[src/rtl/ps2_rx_if.sv]
// ps2_rx_if: PS/2 pin pair plus the decoded key-event outputs of ps2_rx.
// master = keyboard/host-side model driving the pins and consuming events,
// slave  = the ps2_rx receiver.
interface ps2_rx_if;
   logic       ps2_clk;
   logic       ps2_data;
   logic [7:0] scan_code;
   logic       scan_valid;
   logic       is_break;
   logic       is_extended;
   logic       frame_err;

   modport master (
      output ps2_clk,
      output ps2_data,
      input  scan_code,
      input  scan_valid,
      input  is_break,
      input  is_extended,
      input  frame_err
   );

   modport slave (
      input  ps2_clk,
      input  ps2_data,
      output scan_code,
      output scan_valid,
      output is_break,
      output is_extended,
      output frame_err
   );
endinterface

[src/rtl/ps2_rx.sv]
// ps2_rx: PS/2 keyboard receiver. Synchronises and deglitches the raw pins,
// deserialises 11-bit device-to-host frames, strips E0/F0 prefixes and emits
// one tagged set-2 scan code per key event.
// Optional feature macro: PS2_PARITY_CHECK_EN (defined -> parity errors drop
// the byte and pulse frame_err; undefined -> parity bit is ignored).
module ps2_rx #(
   parameter int SYNC_STAGES    = 2,
   parameter int FILTER_LEN     = 4,
   parameter int TIMEOUT_CYCLES = 50000
) (
   input logic     clk,
   input logic     reset,
   ps2_rx_if.slave ps2
);

   localparam int FW = $clog2(FILTER_LEN + 1);
   localparam int TW = $clog2(TIMEOUT_CYCLES + 1);

   localparam logic [1:0] S_IDLE   = 2'd0;
   localparam logic [1:0] S_DATA   = 2'd1;
   localparam logic [1:0] S_PARITY = 2'd2;
   localparam logic [1:0] S_STOP   = 2'd3;

   logic [SYNC_STAGES-1:0] clk_sync_q;
   logic [SYNC_STAGES-1:0] data_sync_q;
   logic                   clk_s;
   logic                   data_s;

   logic [FW-1:0] fcnt_q;
   logic          filt_q;
   logic          filt_dly_q;
   logic          fall_q;

   logic [1:0]    state_q,   state_d;
   logic [2:0]    bit_cnt_q, bit_cnt_d;
   logic [7:0]    shift_q,   shift_d;
   logic          par_q,     par_d;
   logic [TW-1:0] to_cnt_q,  to_cnt_d;
   logic          ext_q,     ext_d;
   logic          brk_q,     brk_d;
   logic [7:0]    code_q,    code_d;
   logic          is_ext_q,  is_ext_d;
   logic          is_brk_q,  is_brk_d;
   logic          valid_q,   valid_d;
   logic          err_q,     err_d;

   logic          par_calc;
   logic          par_ok;

   assign clk_s  = clk_sync_q[SYNC_STAGES-1];
   assign data_s = data_sync_q[SYNC_STAGES-1];

   // Odd parity: data bits XOR parity bit must be 1.
   assign par_calc = ^{shift_q, par_q};
`ifdef PS2_PARITY_CHECK_EN
   assign par_ok = par_calc;
`else
   assign par_ok = par_calc | 1'b1;
`endif

   // Pin synchronisers (idle level of both PS/2 lines is high).
   always_ff @(posedge clk) begin
      if (reset) begin
         clk_sync_q  <= '1;
         data_sync_q <= '1;
      end else begin
         clk_sync_q  <= {clk_sync_q[SYNC_STAGES-2:0], ps2.ps2_clk};
         data_sync_q <= {data_sync_q[SYNC_STAGES-2:0], ps2.ps2_data};
      end
   end

   // Clock deglitch filter and registered falling-edge pulse.
   always_ff @(posedge clk) begin
      if (reset) begin
         fcnt_q     <= '0;
         filt_q     <= 1'b1;
         filt_dly_q <= 1'b1;
         fall_q     <= 1'b0;
      end else begin
         if (clk_s != filt_q) begin
            if (fcnt_q == FW'(FILTER_LEN - 1)) begin
               filt_q <= clk_s;
               fcnt_q <= '0;
            end else begin
               fcnt_q <= fcnt_q + 1'b1;
            end
         end else begin
            fcnt_q <= '0;
         end
         filt_dly_q <= filt_q;
         fall_q     <= filt_dly_q & ~filt_q;
      end
   end

   // Frame FSM, prefix tracking, timeout and output next-state logic.
   always_comb begin
      state_d   = state_q;
      bit_cnt_d = bit_cnt_q;
      shift_d   = shift_q;
      par_d     = par_q;
      to_cnt_d  = to_cnt_q;
      ext_d     = ext_q;
      brk_d     = brk_q;
      code_d    = code_q;
      is_ext_d  = is_ext_q;
      is_brk_d  = is_brk_q;
      valid_d   = 1'b0;
      err_d     = 1'b0;

      if (state_q != S_IDLE) begin
         to_cnt_d = to_cnt_q + 1'b1;
      end

      if (fall_q) begin
         to_cnt_d = '0;
         case (state_q)
            S_IDLE: begin
               // A high start bit is a false start and is silently ignored.
               if (!data_s) begin
                  state_d   = S_DATA;
                  bit_cnt_d = 3'd0;
               end
            end
            S_DATA: begin
               shift_d   = {data_s, shift_q[7:1]};
               bit_cnt_d = bit_cnt_q + 3'd1;
               if (bit_cnt_q == 3'd7) begin
                  state_d = S_PARITY;
               end
            end
            S_PARITY: begin
               par_d   = data_s;
               state_d = S_STOP;
            end
            default: begin
               state_d = S_IDLE;
               if (data_s && par_ok) begin
                  case (shift_q)
                     8'hE0: ext_d = 1'b1;
                     8'hF0: brk_d = 1'b1;
                     default: begin
                        code_d   = shift_q;
                        is_ext_d = ext_q;
                        is_brk_d = brk_q;
                        valid_d  = 1'b1;
                        ext_d    = 1'b0;
                        brk_d    = 1'b0;
                     end
                  endcase
               end else begin
                  err_d = 1'b1;
                  ext_d = 1'b0;
                  brk_d = 1'b0;
               end
            end
         endcase
      end else if ((state_q != S_IDLE) && (to_cnt_q == TW'(TIMEOUT_CYCLES))) begin
         // Device stopped clocking mid-frame: abandon it and any pending prefix.
         state_d  = S_IDLE;
         to_cnt_d = '0;
         err_d    = 1'b1;
         ext_d    = 1'b0;
         brk_d    = 1'b0;
      end
   end

   // Control and output state registers.
   always_ff @(posedge clk) begin
      if (reset) begin
         state_q   <= S_IDLE;
         bit_cnt_q <= 3'd0;
         to_cnt_q  <= '0;
         ext_q     <= 1'b0;
         brk_q     <= 1'b0;
         code_q    <= 8'h00;
         is_ext_q  <= 1'b0;
         is_brk_q  <= 1'b0;
         valid_q   <= 1'b0;
         err_q     <= 1'b0;
      end else begin
         state_q   <= state_d;
         bit_cnt_q <= bit_cnt_d;
         to_cnt_q  <= to_cnt_d;
         ext_q     <= ext_d;
         brk_q     <= brk_d;
         code_q    <= code_d;
         is_ext_q  <= is_ext_d;
         is_brk_q  <= is_brk_d;
         valid_q   <= valid_d;
         err_q     <= err_d;
      end
   end

   // Frame datapath registers; contents are only meaningful mid-frame.
   always_ff @(posedge clk) begin
      shift_q <= shift_d;
      par_q   <= par_d;
   end

   assign ps2.scan_code   = code_q;
   assign ps2.scan_valid  = valid_q;
   assign ps2.is_break    = is_brk_q;
   assign ps2.is_extended = is_ext_q;
   assign ps2.frame_err   = err_q;

endmodule

[src/flat_wrapper.sv]
// flat-port wrapper written by rule: the top's interface ports become plain ports
module ps2_rx_flat 
#(
   parameter int SYNC_STAGES    = 2,
   parameter int FILTER_LEN     = 4,
   parameter int TIMEOUT_CYCLES = 50000
)
  (clk, reset, ps2_ps2_clk, ps2_ps2_data, ps2_scan_code, ps2_scan_valid, ps2_is_break, ps2_is_extended, ps2_frame_err);
  ps2_rx_if ps2_i ();
  input logic clk;
  input logic reset;
  input wire logic [$bits(ps2_i.ps2_clk)-1:0] ps2_ps2_clk;
  input wire logic [$bits(ps2_i.ps2_data)-1:0] ps2_ps2_data;
  output wire logic [$bits(ps2_i.scan_code)-1:0] ps2_scan_code;
  output wire logic [$bits(ps2_i.scan_valid)-1:0] ps2_scan_valid;
  output wire logic [$bits(ps2_i.is_break)-1:0] ps2_is_break;
  output wire logic [$bits(ps2_i.is_extended)-1:0] ps2_is_extended;
  output wire logic [$bits(ps2_i.frame_err)-1:0] ps2_frame_err;
  assign ps2_i.ps2_clk = ps2_ps2_clk;
  assign ps2_i.ps2_data = ps2_ps2_data;
  assign ps2_scan_code = ps2_i.scan_code;
  assign ps2_scan_valid = ps2_i.scan_valid;
  assign ps2_is_break = ps2_i.is_break;
  assign ps2_is_extended = ps2_i.is_extended;
  assign ps2_frame_err = ps2_i.frame_err;
  ps2_rx #(.SYNC_STAGES(SYNC_STAGES), .FILTER_LEN(FILTER_LEN), .TIMEOUT_CYCLES(TIMEOUT_CYCLES)) u_core (.clk(clk), .reset(reset), .ps2(ps2_i));
endmodule
[config.mk]
export PLATFORM = sky130hd
export DESIGN_NAME = ps2_rx_flat
export DESIGN_NICKNAME = d
export VERILOG_FILES = /design/src/rtl/ps2_rx_if.sv /design/src/rtl/ps2_rx.sv /design/src/flat_wrapper.sv
export SDC_FILE = /design/constraint.sdc
export NUM_CORES = 1
export LEC_CHECK = 0
export CORE_ASPECT_RATIO = 0.8
export CORE_UTILIZATION = 50
export DETAILED_ROUTE_END_ITERATION = 10
export PLACE_DENSITY = 0.72
export SETUP_SLACK_MARGIN = 0.15
export SKIP_CTS_REPAIR_TIMING = 1
export SLEW_MARGIN = 20
export SYNTH_ARGS = -nofsm -noshare
export SYNTH_HDL_FRONTEND = slang
export SYNTH_SLANG_ARGS = --single-unit
[constraint.sdc]
create_clock -name clk -period 2.5 [get_ports clk]
set_input_delay 0.5 -clock clk [delete_from_list [all_inputs] [get_ports clk]]
set_output_delay 0.5 -clock clk [all_outputs]
set_load 0.005 [all_outputs]
==> results of run 1 <==
cells by family after synthesis:
family	after synthesis
AND/OR/NAND/NOR	93
buffers and inverters	15
adder cells (fa/ha/maj)	9
XOR/XNOR	13
AO/OA/AOI/OAI	20
multiplexers	10
flip-flops	53
through the flow:
stage	total power [mW]	setup slack [ns]	utilization [%]
finish	1.459	0.4215	59.45
global route	1.506	0.2535	59.45
CTS	1.482	0.4134	59.45
detailed placement	0.9087	0.4426	56.78
global placement	0.9088	0.5247	56.78
floorplan	0.8988	0.5749	-
how the worst min path moves through the flow:
stage	start	endpoint
finish	u_core.filt_dly_q	u_core.fall_q
global route	u_core.data_sync_q[0]	u_core.data_sync_q[1]
CTS	u_core.filt_dly_q	u_core.fall_q
detailed placement	u_core.data_sync_q[0]	u_core.data_sync_q[1]
global placement	u_core.data_sync_q[0]	u_core.data_sync_q[1]
floorplan	u_core.clk_sync_q[0]	u_core.clk_sync_q[1]
where the power goes:
| group | internal, mW | switching (mW) |
|---|---|---|
| Combinational | 0.00926 | 0.0125 |
| Clock | 0.301 | 0.270 |
| Sequential | 0.865 | 0.00208 |
cells in the final DEF, fill, tap and decap left out, types with 3 or more instances in the layout:
cell and count:
dfxtp_1 45, nor2_1 38, clkdlybuf4s50_1 15, mux2i_1 10, ha_1 9, inv_1 8
nand3_1 8, edfxtp_1 8, nand2_1 7, a21oi_1 7, xor2_1 7, xnor2_1 6
or2_2 5, nand4_1 5, nor4_1 5, clkbuf_8 5, or3_1 3
final cells by class:
cell class                      instances  area, µm²
Fill cell                             358       1694
Clock buffer                            6      72.57
Inverter                                8      30.03
Timing Repair Buffer                   17      165.2
Multi-Input combinational cell        145      964.7
Sequential cell                        53       1141
Tap cell                               57      71.32
Clock inverter                          2      38.79
critical path, delay by kind of cell, from the launching register on:
| kind | cells | cell delay [ns] |
|---|---|---|
| AO/OA/AOI/OAI | 1 | 0.14 |
| adder cells (fa/ha/maj) | 1 | 0.32 |
| buffers and inverters | 1 | 0.08 |
| flip-flops | 1 | 0.39 |
| AND/OR/NAND/NOR | 3 | 1.07 |
per-layer routing:
metal / wire [µm] / share of wire (%)
met1: 1968 / 52
met5: 0 / 0
met4: 63 / 1.7
met3: 158 / 4.2
met2: 1595 / 42
flip-flops by register name, indices dropped and copies added, names as in the netlist:
register                cells
u_core.ps2.is_extended      1
u_core.filt_q               1
u_core.bit_cnt_q            3
u_core.clk_sync_q           2
u_core.state_q              2
u_core.ps2.frame_err        1
u_core.brk_q                1
u_core.filt_dly_q           1
u_core.ps2.scan_valid       1
u_core.ps2.is_break         1
u_core.ext_q                1
u_core.shift_q              8
u_core.ps2.scan_code        8
u_core.fall_q               1
u_core.data_sync_q          2
u_core.to_cnt_q            16
u_core.fcnt_q               3
==> out/metrics.yaml, run 1 <==
clock_network:
  tritoncts: "yes"
  h-tree-depth: 2
  clkSinkCount: 53
  cts-root-buf: "clkbuf_8"
  numCtsBuffers: 5
  clock_tree.buffer_depth: 2
  insertion_delay_ns: 0.31
  clk_pin_slew_ns: 0.09
die:
  chipHeight_um: 60.85
  die_area_um2: 4598
  die_w_um: 75.56
  ios: 16
  core-area_um2: 4178
  num_rows: 21
  start_util_pct: 51.81
logic_synthesis:
  synth_top_area_share_pct: 41.62
  ys_seq_area_share_pct: 52.72
  synth-compound-area-share_pct: 6.185
  syn_area_um2: 2165
  synth-seq-cells: 53
  synth_cell_types: 43
  synth_flop_cell: "dfxtp_1"
  ys_warn_count: 0
  synth_top_family_by_area: "simple AND/OR/NAND/NOR gates"
  synth.avg_cell_area_um2: 10.16
  async_flop_share_pct: 0
  synth_area_leader_cell: "dfxtp_1"
  yosys.area_share.xor_xnor_pct: 5.260
  synth-adder-area-share_pct: 5.202
  synth_nets: 226
  synth_mux_area_share_pct: 4.624
  synthTopCellsByArea: "dfxtp_1 42%, edfxtp_1 11%, nor2_1 6.6%"
  yosys.area_share.simple_pct: 23.29
  syn_inst: 213
  yosysMostFrequentCell: "dfxtp_1"
  synth-edff-count: 8
  yosys-top-cells-count: "45 x dfxtp_1, 38 x nor2_1, 10 x mux2i_1, 9 x ha_1"
global_routing:
  grt_pass1_vias: 1326
  gr-total-overflow: 0
  grt_usage_pct: 18.54
  busiest_layer: "met1"
  antenna_found_initial: 0
  gr-usage-met3_pct: 6.977
  met2_usage_pct: 25.38
  grt_pass1_wl_um: 6127
  gr-usage-met1_pct: 26.72
  grt_max_degree: 17
route:
  dr.first_iter.drc_count: 79
  wl_um: 3786
  dr.pass1.iters: 4
  drc: 0
  via_count: 1520
  vias_per_cell: 5.278
  wl_per_cell_um: 13.15
  antenna_left: 0
worst_setup_path:
  worstPathCellList: "inv_1 > ha_1 > nand3b_4 > or3_4 > or4_1 > a21oi_1"
  critPathRequiredTime_ns: 2.73
  cp_max_fo: 9
  ff2ff_path_depth: 6
  crit_start: "u_core.state_q[0]"
  slowest_delay_ns: 0.47
  reg2reg_from: "u_core.state_q[0]"
  regToRegSetupSlack_ns: 0.42
  startpoint_type: "register"
  rr_endpoint: "u_core.to_cnt_q[15]"
  critPathKind: "register to register"
  critPathArrivalTime_ns: 2.31
  cp_slowest_cell: "or4_1"
  critPathCaptureType: "register"
  endpoint: "u_core.to_cnt_q[15]"
run:
  maxCapViolations: 0
placement:
  dp_hpwl_um: 2638
  dpl-instance-area_um2: 2372
  numPlacedInstances: 280
  gp_congestion: 0.8127
  portBuffers: 15
pwr:
  power_density_nw_per_um2: 587.6
  ir_drop_mv: 0.3220
  p_leak_nw: 0.8913
final_layout:
  nets: 243
  num_antenna_cells: 0
  fin_area_um2: 2484
  layoutNonFillerInstCount: 288
  drive_gt1_share_pct: 8.658
  syn_to_final_growth_pct: 14.74
timing:
  relSlewSlack_pct: 64.35
  min_period_ns: 2.078
  fmax_mhz: 481.1
  post-route-period-util_pct: 83.14
  finalHoldViolCount: 0
  setup_viol: 0
  fin_skew_ns: 0.01114
  final_max_slew_viol_count: 0
  rsz0062_at_grt: "false"
  finalSetupTns_ns: 0
  worst_pin_slew_ns: 0.5334
  holdWs_ns: 0.4116
min_path:
  hp-class: "register to register"
  hold_path_depth: 2
outcome:
  status: "complete, no violations"
No activity file was read; power rests on OpenSTA's default activity.
==> run 2: changes to the inputs <==
==> constraint.sdc (replaced) <==
create_clock -name clk -period 2.1 [get_ports clk]
set_input_delay 0.42 -clock clk [delete_from_list [all_inputs] [get_ports clk]]
set_output_delay 0.42 -clock clk [all_outputs]
set_load 0.005 [all_outputs]
==> run 2 against run 1 <==
- clock power decreased by 3%
- flip-flop and latch count unchanged
- via count decreased by 0.72%
- critical path depth increased by 1
- die area unchanged
- critical path type unchanged
- sequential power increased by 19%
- sequential share of layout area about the same
- first-iteration DRC count increased by 7.6%
==> out/metrics.yaml, run 2 (same netlist as run 1, synthesis figures left out) <==
outcome:
  status: "complete, no violations"
die:
  chipHeight_um: 60.85
  core-area_um2: 4178
  die_area_um2: 4598
  num_rows: 21
  ios: 16
  start_util_pct: 51.81
  die_w_um: 75.56
pwr:
  power_density_nw_per_um2: 647.7
  total_power_mw: 1.612
  ir_drop_mv: 0.3984
  p_leak_nw: 0.8878
timing:
  rsz0062_at_grt: "false"
  min_period_ns: 1.893
  finalSetupTns_ns: 0
  setup_viol: 0
  finalHoldViolCount: 0
  final_max_slew_viol_count: 0
  post-route-period-util_pct: 90.16
  fin_ws_ns: 0.2067
  worst_pin_slew_ns: 0.3774
  fin_skew_ns: 0.005074
  relSlewSlack_pct: 74.80
  fmax_mhz: 528.2
worst_setup_path:
  cp_num_buf_inv: 2
  cp_slowest_cell: "dfxtp_2"
  startpoint_type: "register"
  critPathRequiredTime_ns: 2.33
  cp_max_fo: 5
  slowest_delay_ns: 0.37
  worstPathCellList: "inv_1 > ha_2 > buf_4 > and4b_1 > nand4_1 > or2_1 > a221oi_2"
  critPathCaptureType: "register"
  critPathKind: "register to register"
  critPathArrivalTime_ns: 2.12
  crit_family: "simple AND/OR/NAND/NOR gates"
final_layout:
  drive_gt1_share_pct: 10.68
  layout_common_cells: "44 x dfxtp_1, 38 x nor2_1, 15 x clkdlybuf4s50_1"
  largest_register_ffs: 16
  mostFrequentLayoutCell: "dfxtp_1"
  fin_util_pct: 59.57
  num_antenna_cells: 0
  nets: 246
  top_register: "u_core.to_cnt_q"
  seqCellArea_um2: 1142
  syn_to_final_growth_pct: 14.97
  multi_input_area_um2: 973.4
  fill_cells: 365
  layoutNonFillerInstCount: 291
clock_network:
  tritoncts: "yes"
  clkSinkCount: 53
  numCtsBuffers: 5
  h-tree-depth: 2
  cts-root-buf: "clkbuf_8"
  clock_tree.buffer_depth: 2
  insertion_delay_ns: 0.31
  clk_pin_slew_ns: 0.09
placement:
  dp_hpwl_um: 2691
  gp_congestion: 0.8501
  numPlacedInstances: 283
  pre_cts_ws_ns: 0.1474
  portBuffers: 15
route:
  via_count: 1509
  vias_per_cell: 5.186
  wl_um: 3784
  drc: 0
  wl_per_cell_um: 13.00
  dr.first_iter.drc_count: 85
  antenna_left: 0
  dr.pass1.iters: 4
global_routing:
  gr-usage-met3_pct: 7.973
  gr-usage-met1_pct: 26.11
  grt_pass1_wl_um: 6023
  met2_usage_pct: 25.13
  gr-total-overflow: 0
  grt_usage_pct: 18.49
  antenna_found_initial: 0
  busiest_layer: "met1"
  grt_max_degree: 17
  grt_pass1_vias: 1308
run:
  maxCapViolations: 0
min_path:
  hp-class: "register to register"
## run 2: cell count changes in the layout (fill, tap and decap cells not counted), sizes merged
cell and change:
clkbuf +1, clkinvlp +1, bufinv -1, buf +3
clkinv -1
## run 2: metrics by stage
stage          cell area (µm²)  hold WS (ns)
2_1_floorplan             2165        0.3895
3_3_place_gp              2395        0.3921
3_5_place_dp              2395        0.3980
4_1_cts                   2479        0.4211
5_1_grt                   2489        0.4396
6_report                  2489        0.4203
## run 2: final timing paths
path | from | end | slack, ns | cells after the start
worst min register to register | u_core.data_sync_q[0] | u_core.data_sync_q[1] | 0.42 | 1
worst max-delay path | u_core.state_q[0] | u_core.ps2.frame_err | 0.21 | 7
worst min-delay path | u_core.data_sync_q[0] | u_core.data_sync_q[1] | 0.42 | 1
worst max register to register | u_core.state_q[0] | u_core.ps2.frame_err | 0.21 | 7
## run 2: report_power, final
group          switching (mW)  internal, mW
sequential            0.00284          1.03
combinational          0.0155        0.0123
clock                   0.316         0.236
total                   0.334          1.28
## run 2: layout make-up
cell class              count  area share, %
repair buffers             20          7.541
clock buffers               7          3.067
inverters                   8          1.207
flip-flops and latches     53          45.90
well taps                  57          2.866
clock inverters             1         0.3017
multi-input cells         145          39.12
## run 2: metal layers
metal	share of wire, %	vias up
met4	1.3	0
met1	54	695
met5	0	-
li1	-	783
met2	41	25
met3	4.6	6
==> run 3: changes to the inputs <==
--- a/config.mk
+++ b/config.mk
@@ -9,7 +9,7 @@
 export CORE_UTILIZATION = 50
 export DETAILED_ROUTE_END_ITERATION = 10
 export PLACE_DENSITY = 0.72
-export SETUP_SLACK_MARGIN = 0.15
+export SETUP_SLACK_MARGIN = 0.5
 export SKIP_CTS_REPAIR_TIMING = 1
 export SLEW_MARGIN = 20
 export SYNTH_ARGS = -nofsm -noshare
==> run 3 against run 2 <==
- register-to-register slack improved by 0.16 ns
- clock skew increased by 0.0031 ns
- sequential power about the same
- setup slack improved by 0.16 ns
- routed wire length increased by 1.1%
- clock-buffer cell count unchanged
- clock power increased by 25%
- hold slack got worse by 0.0068 ns
- critical path type unchanged
- critical endpoint is now u_core.to_cnt_q[13]
- largest power group unchanged
==> out/metrics.yaml, run 3 (same netlist as run 1, synthesis figures left out) <==
placement:
  portBuffers: 15
  dpl-instance-area_um2: 2397
  numPlacedInstances: 281
  pre_cts_ws_ns: 0.2464
  dp_hpwl_um: 2504
  gp_congestion: 0.7829
global_routing:
  gr-usage-met1_pct: 26.79
  busiest_layer: "met1"
  met2_usage_pct: 24.11
  grt_usage_pct: 17.68
  grt_max_degree: 17
  grt_pass1_vias: 1306
  gr-total-overflow: 0
  gr-usage-met3_pct: 4.485
  grt_pass1_wl_um: 6072
  antenna_found_initial: 0
pwr:
  total_power_mw: 1.746
  power_density_nw_per_um2: 658.5
  p_leak_nw: 1.048
  ir_drop_mv: 0.4038
timing:
  relSlewSlack_pct: 74.40
  rsz0062_at_grt: "true"
  min_period_ns: 1.729
  post-route-period-util_pct: 82.31
  fin_skew_ns: 0.008142
  holdWs_ns: 0.4135
  fin_ws_ns: 0.3714
  worst_pin_slew_ns: 0.3835
  fmax_mhz: 578.5
  final_max_slew_viol_count: 0
  setup_viol: 0
  finalHoldViolCount: 0
  finalSetupTns_ns: 0
route:
  dr.pass1.iters: 4
  dr.first_iter.drc_count: 107
  drc: 0
  wl_per_cell_um: 12.84
  wl_um: 3826
  vias_per_cell: 5.161
  via_count: 1538
  antenna_left: 0
final_layout:
  fill_cells: 321
  layout_common_cells: "38 x nor2_1, 38 x dfxtp_1, 11 x buf_4"
  drive_gt1_share_pct: 19.92
  top_register: "u_core.to_cnt_q"
  fin_util_pct: 63.46
  num_antenna_cells: 0
  fin_area_um2: 2651
  seqCellArea_um2: 1152
  largest_register_ffs: 16
  syn_to_final_growth_pct: 22.49
  layoutNonFillerInstCount: 298
  multi_input_area_um2: 1036
  nets: 253
clock_network:
  h-tree-depth: 2
  insertion_delay_ns: 0.30
  tritoncts: "yes"
  clock_tree.buffer_depth: 2
  clk_pin_slew_ns: 0.09
  cts-root-buf: "clkbuf_8"
  clkSinkCount: 53
  numCtsBuffers: 5
die:
  chipHeight_um: 60.85
  num_rows: 21
  die_area_um2: 4598
  ios: 16
  die_w_um: 75.56
  core-area_um2: 4178
  start_util_pct: 51.81
worst_setup_path:
  cp_slowest_cell: "or4_4"
  slowest_delay_ns: 0.43
  critPathRequiredTime_ns: 2.34
  critPathCaptureType: "register"
  worstPathCellList: "inv_2 > ha_4 > nand3b_4 > or3_4 > or4_4 > a21oi_2"
  cp_max_fo: 8
  critPathArrivalTime_ns: 1.97
  critPathKind: "register to register"
  crit_family: "simple AND/OR/NAND/NOR gates"
  cp_num_buf_inv: 1
  startpoint_type: "register"
run:
  maxCapViolations: 0
outcome:
  status: "complete, no violations"
min_path:
  hp-class: "register to register"
==> run 3: final cells by class <==
| cell class | count | area share [%] |
|---|---|---|
| clock buffer | 7 | 3.256 |
| clock inverter | 1 | 1.133 |
| inverter | 8 | 1.133 |
| multi-input combinational | 146 | 39.07 |
| sequential | 53 | 43.46 |
| tap | 57 | 2.690 |
| timing repair buffer | 26 | 9.250 |
==> run 3: power by group <==
group | total [mW] | internal, mW | switching, mW
sequential | 1.03 | 1.03 | 0.00257
combinational | 0.0270 | 0.0115 | 0.0155
clock | 0.688 | 0.388 | 0.300
total | 1.75 | 1.43 | 0.318
==> run 3: worst register-to-register path, stage by stage, from the launching register on <==
cell      delay, ns
dfxtp_2        0.36
inv_2          0.06
ha_4           0.18
nand3b_4       0.17
or3_4          0.35
or4_4          0.43
a21oi_2        0.13
==> run 3: path summary, 6_finish.rpt <==
kind | startpoint | end | slack (ns) | cells past startpoint
hold reg to reg | u_core.filt_dly_q | u_core.fall_q | 0.41 | 2
setup reg to reg | u_core.state_q[1] | u_core.to_cnt_q[13] | 0.37 | 6
hold / removal | u_core.filt_dly_q | u_core.fall_q | 0.41 | 2
setup / recovery | u_core.state_q[1] | u_core.to_cnt_q[13] | 0.37 | 6
==> run 3: layer usage <==
metal  vias to the layer above  share of wire, %
met2                        26                43
li1                        804                 -
met4                         0               1.0
met5                         -                 0
met3                         5               3.3
met1                       703                53
